===== src/rtl/prog_loader_pkg.sv =====
// Shared definitions for the boot-time instruction-memory loader.
// MEM_DEPTH_DEFAULT is also the processor bench's instruction memory depth.
package prog_loader_pkg;

    typedef enum logic [2:0] {
        IDLE   = 3'd0,
        LEN_HI = 3'd1,
        LEN_LO = 3'd2,
        DATA   = 3'd3,
        CSUM   = 3'd4,
        RUN    = 3'd5,
        ERR    = 3'd6
    } load_state_t;

    localparam int unsigned MEM_DEPTH_DEFAULT = 1024;

endpackage


===== src/rtl/prog_loader_frame_checksum.sv =====
// 8-bit modular checksum accumulator for loader frames.
// sum_zero reports whether the running sum plus the byte on din wraps to zero.
module frame_checksum (
    input  logic       clk,
    input  logic       rst,
    input  logic       clr,
    input  logic       add_en,
    input  logic [7:0] din,
    output logic [7:0] sum,
    output logic       sum_zero
);

    always_ff @(posedge clk) begin
        if (rst || clr) begin
            sum <= '0;
        end else if (add_en) begin
            sum <= sum + din;
        end
    end

    always_comb begin
        sum_zero = ((sum + din) == 8'd0);
    end

endmodule


===== src/rtl/prog_loader.sv =====
// Loads a framed byte stream (16-bit BE length, payload, checksum) into
// instruction memory and holds the core in reset until a good frame lands.
module prog_loader
    import prog_loader_pkg::*;
#(
    parameter int unsigned MEM_DEPTH = MEM_DEPTH_DEFAULT,
    parameter int unsigned ADDR_W    = 10
) (
    input  logic              clk,
    input  logic              rst,
    input  logic              start,
    input  logic              rx_valid,
    input  logic [7:0]        rx_data,
    output logic              rx_ready,
    output logic              mem_we,
    output logic [ADDR_W-1:0] mem_addr,
    output logic [7:0]        mem_wdata,
    output logic              core_rst_n,
    output logic              busy,
    output logic              done,
    output logic              err
);

    load_state_t state, state_n;
    logic [15:0] len_q;
    logic [15:0] count_q;
    logic [15:0] len_full;
    logic [7:0]  csum_sum;
    logic        csum_ok;
    logic        accept;
    logic        clr;
    logic        wr;
    logic        load_hi;
    logic        load_lo;

    frame_checksum u_csum (
        .clk      (clk),
        .rst      (rst),
        .clr      (clr),
        .add_en   (wr),
        .din      (rx_data),
        .sum      (csum_sum),
        .sum_zero (csum_ok)
    );

    always_ff @(posedge clk) begin
        if (rst) begin
            state <= IDLE;
        end else begin
            state <= state_n;
        end
    end

    always_comb begin
        busy       = (state == LEN_HI) || (state == LEN_LO) ||
                     (state == DATA)   || (state == CSUM);
        rx_ready   = busy;
        done       = (state == RUN);
        err        = (state == ERR);
        core_rst_n = (state == RUN);
    end

    assign accept   = rx_valid && rx_ready;
    assign len_full = {len_q[15:8], rx_data};

    always_comb begin
        state_n = state;
        clr     = 1'b0;
        wr      = 1'b0;
        load_hi = 1'b0;
        load_lo = 1'b0;
        case (state)
            IDLE, RUN, ERR: begin
                if (start) begin
                    state_n = LEN_HI;
                    clr     = 1'b1;
                end
            end
            LEN_HI: begin
                if (accept) begin
                    load_hi = 1'b1;
                    state_n = LEN_LO;
                end
            end
            LEN_LO: begin
                if (accept) begin
                    load_lo = 1'b1;
                    if (len_full == 16'd0) begin
                        state_n = CSUM;
                    end else if (len_full > 16'(MEM_DEPTH)) begin
                        state_n = ERR;
                    end else begin
                        state_n = DATA;
                    end
                end
            end
            DATA: begin
                if (accept) begin
                    wr = 1'b1;
                    if ((count_q + 16'd1) == len_q) begin
                        state_n = CSUM;
                    end
                end
            end
            CSUM: begin
                if (accept) begin
                    state_n = csum_ok ? RUN : ERR;
                end
            end
            default: state_n = IDLE;
        endcase
    end

    // Write port is registered: the byte accepted on one edge is presented the next cycle.
    always_ff @(posedge clk) begin
        if (rst) begin
            len_q     <= '0;
            count_q   <= '0;
            mem_we    <= 1'b0;
            mem_addr  <= '0;
            mem_wdata <= '0;
        end else begin
            mem_we <= wr;
            if (wr) begin
                mem_addr  <= count_q[ADDR_W-1:0];
                mem_wdata <= rx_data;
            end
            if (clr) begin
                count_q <= '0;
            end else if (wr) begin
                count_q <= count_q + 16'd1;
            end
            if (load_hi) begin
                len_q[15:8] <= rx_data;
            end
            if (load_lo) begin
                len_q[7:0] <= rx_data;
            end
        end
    end

endmodule


===== config.mk =====
export PLATFORM = sky130hd
export DESIGN_NAME = prog_loader
export DESIGN_NICKNAME = d
export VERILOG_FILES = /design/src/rtl/prog_loader_pkg.sv /design/src/rtl/prog_loader_frame_checksum.sv /design/src/rtl/prog_loader.sv
export SDC_FILE = /design/constraint.sdc
export NUM_CORES = 1
export LEC_CHECK = 0
export CAP_MARGIN = 20
export CELL_PAD_IN_SITES_DETAIL_PLACEMENT = 0
export CELL_PAD_IN_SITES_GLOBAL_PLACEMENT = 1
export CORE_MARGIN = 3
export CORE_UTILIZATION = 28
export CTS_BUF_LIST = sky130_fd_sc_hd__clkbuf_4
export DETAILED_ROUTE_END_ITERATION = 7
export GPL_TIMING_DRIVEN = 0
export PLACE_DENSITY = 0.67
export SYNTH_ARGS = -nofsm -noshare
export SYNTH_HDL_FRONTEND = slang
export SYNTH_SLANG_ARGS = --single-unit

===== constraint.sdc =====
create_clock -name clk -period 7.42 [get_ports clk]
set_clock_uncertainty 0.2 [all_clocks]
set_input_delay 1.484 -clock clk [delete_from_list [all_inputs] [get_ports clk]]
set_output_delay 1.484 -clock clk [all_outputs]
set_load 0.005 [all_outputs]

==> reports/metrics.cfg <==
[run_status]
status = completed

[floorplan]
fp.dieW_um = 115.1
core_area_um2 = 11520
dieArea_um2 = 13260
pin_count = 36
die_y_um = 115.1
start_util = 0.2897
rows = 39

[yosys]
syn_area_um2 = 3336
syn_avg_cell_area_um2 = 7.999
syn_inst = 417
async_flop_share = 0
synth_fp_nets = 438
synth_cell_types = 53
ys_ff_latch = 62
yosysWarningCount = 0
synth_flop_cell = dfxtp_1
synth_seq_area_share = 0.3721
synth_edf_count = 0

[critical_path]
r2r_setup_slack_ns = 4.62
reg2reg_depth = 8
crit_path_start_kind = input port
cp_max_fo = 5
crit_arrival_ns = 4.26
end_kind = flip-flop
worst-setup-path-type = input port to flip-flop
cpPeakStageDelay_ns = 0.51
crit_buf_inv = 1
r2r-start = count_q[1]
required_ns = 7.57
crit_chain = clkdlybuf4s50_1 > ha_1 > fa_1 > a21o_1 > a21oi_1 > nor2_1 > o311ai_1 > o31ai_1 > a311o_1 > mux2i_1
crit_slowest_cell = clkdlybuf4s50_1
r2r_end = state[1]
cp_top_family = compound AO/OA/AOI/OAI gates

[route]
wl_um = 9197
via_per_inst = 4.881
drc = 0
drt-initial-drc-count = 112
ant_nets = 0
drt-pass1-iter-count = 4
vias = 2982
wl_per_cell_um = 15.05

[placed_design]
post-dp-hpwl_um = 6725
numPortBuffers = 35
gp_congestion = 0.8232

[timing]
whs_ns = 0.2614
finalSetupTns_ns = 0
hold_viol_final = 0
relSlewSlack = 0.4452
slew_viol_final = 0
max_freq_mhz = 243.2
post-route-min-period_ns = 4.111
rsz0062_at_grt = false
setup_viol = 0
worstMarginPinSlew_ns = 0.8292
fin_crit_sh = 0.5541

[clocking]
cts_root_buffer = clkbuf_4
cts-resized-gates = 0
cts.reportedPaths.clkPinSlew_ns = 0.12
cts_tree = built
hold_buffers = 0
numCtsBuffers = 9
cts_setup_buffers = 0
clock_latency_ns = 0.42
clock_path_buffers = 2
cts_sinks = 62
h-tree-depth = 3

[finish]
syn2layout_area_growth_pct = 20.82
antenna_cells = 0
final_nets = 484
drive_above_1_share = 0.07692

[hold_path]
min_to = mem_addr[0]
hp-start = mem_addr[0]
whs_path_depth = 2
hold_path_class = flip-flop to flip-flop

[grt]
antenna_found_initial = 0
grt_util_all_layers = 0.1451
grt_pass1_vias = 2857
grt_pass1_wl_um = 14950
globalRoute.totalOverflow = 0
grt_max_degree = 13

[power]
ir_worst_vdd_mv = 0.07304
p_leak_nw = 1.449
p_per_area_nw_per_um2 = 218.2

[job]
cap_violations = 0

-- power by group --
| group | leakage, nW | internal (W) | switching, W |
|---|---|---|---|
| sequential | 0.501 | 0.000351 | 0.0000147 |
| clock | 0.0825 | 0.000137 | 0.000144 |
| combinational | 0.865 | 0.000102 | 0.000130 |
| total | 1.45 | 0.000591 | 0.000288 |
-- cells in the final DEF, fill, tap and decap left out, types with 3 or more instances in the layout --
cell and count:
ha_1 8, clkdlybuf4s50_1 35, nor4_1 3, buf_4 7, nand2b_1 7, mux2i_1 11
a21oi_1 40, nand2_1 76, dfxtp_1 62, nand4_1 6, clkbuf_1 17, inv_1 5
o21ai_0 7, nor3_1 7, nand3_1 14, clkbuf_4 9, xor2_1 22, buf_2 4
a21o_1 3, nor2b_1 3, and3_1 6, xnor2_1 19, nor2_1 48
-- metrics by stage --
| stage | power (W) | util | std cells | cell area [um2] | worst slack (ns) |
|---|---|---|---|---|---|
| 2_1_floorplan | 0.0005293 | - | 417 | 3336 | 3.746 |
| 3_3_place_gp | 0.0006046 | 0.3356 | 595 | 3865 | 2.852 |
| 4_1_cts | 0.0008897 | 0.3500 | 611 | 4030 | 3.326 |
| 3_5_place_dp | 0.0006067 | 0.3356 | 595 | 3865 | 2.885 |
| 6_report | 0.0008792 | 0.3500 | 611 | 4030 | 3.309 |
| 5_1_grt | 0.0009356 | 0.3500 | 611 | 4030 | 3.184 |
-- kinds of logic (layout without fill, tap and decap cells) --
kind of cell / count (synthesis) / in the layout / synth area share
AO/OA/AOI/OAI: 72 / 72 / 0.1362
XOR/XNOR: 41 / 41 / 0.1077
adder cells (fa/ha/maj): 9 / 9 / 0.03601
buffers and inverters: 33 / 84 / 0.04651
flip-flops: 62 / 62 / 0.3721
multiplexers: 12 / 12 / 0.03639
AND/OR/NAND/NOR: 188 / 188 / 0.2652
-- metal layers --
| metal | GRT usage | vias up | share of wire |
|---|---|---|---|
| li1 | - | 1516 | - |
| met1 | 0.1910 | 1415 | 0.49 |
| met2 | 0.2319 | 39 | 0.46 |
| met3 | 0.03368 | 12 | 0.031 |
| met4 | 0.05321 | 0 | 0.017 |
| met5 | 0 | - | 0 |
-- sequential cells by signal (all words and copies together), names as in the netlist --
name / flops
count_q: 16
len_q: 16
mem_addr: 10
mem_wdata: 8
mem_we: 1
state: 3
u_csum.sum: 8
-- cell usage after synthesis (5+ instances only) --
library cell | number | share of area
o21ai_0 | 7 | 0.011
nand2b_1 | 7 | 0.013
nor2_1 | 48 | 0.054
nand2_1 | 76 | 0.086
xor2_1 | 22 | 0.058
mux2i_1 | 11 | 0.033
ha_1 | 8 | 0.030
a21oi_1 | 40 | 0.060
and3_1 | 6 | 0.011
buf_4 | 7 | 0.016
clkbuf_1 | 17 | 0.019
xnor2_1 | 19 | 0.050
dfxtp_1 | 62 | 0.37
nor3_1 | 7 | 0.011
nand3_1 | 14 | 0.021
inv_1 | 5 | 0.0056
nand4_1 | 6 | 0.011
-- cell type report --
type / count / area, um2
Timing Repair Buffer: 35 / 350.3
Fill cell: 1254 / 7486
Tap cell: 143 / 178.9
Clock inverter: 7 / 97.59
Inverter: 5 / 18.77
Sequential cell: 62 / 1241
Clock buffer: 9 / 67.56
Multi-Input combinational cell: 322 / 1939
Buffer: 28 / 136.4
-- how the worst max path moves through the flow --
stage	startpoint	to	slack, ns	cells after the start
finish	rx_data[0]	state[1]	3.31	10
global placement	rx_data[0]	state[1]	2.85	10
global route	rx_data[0]	state[1]	3.18	10
detailed placement	rx_data[0]	state[1]	2.88	10
CTS	rx_data[0]	state[1]	3.33	10
floorplan	rx_data[0]	state[1]	3.75	9
-- tightest hold or removal path: cells and delay by family, from the launching register on --
family / cells / cell delay, ns
flip-flops: 1 / 0.33
AND/OR/NAND/NOR: 1 / 0.05
AO/OA/AOI/OAI: 1 / 0.05
(Power assumes the default switching activity.)
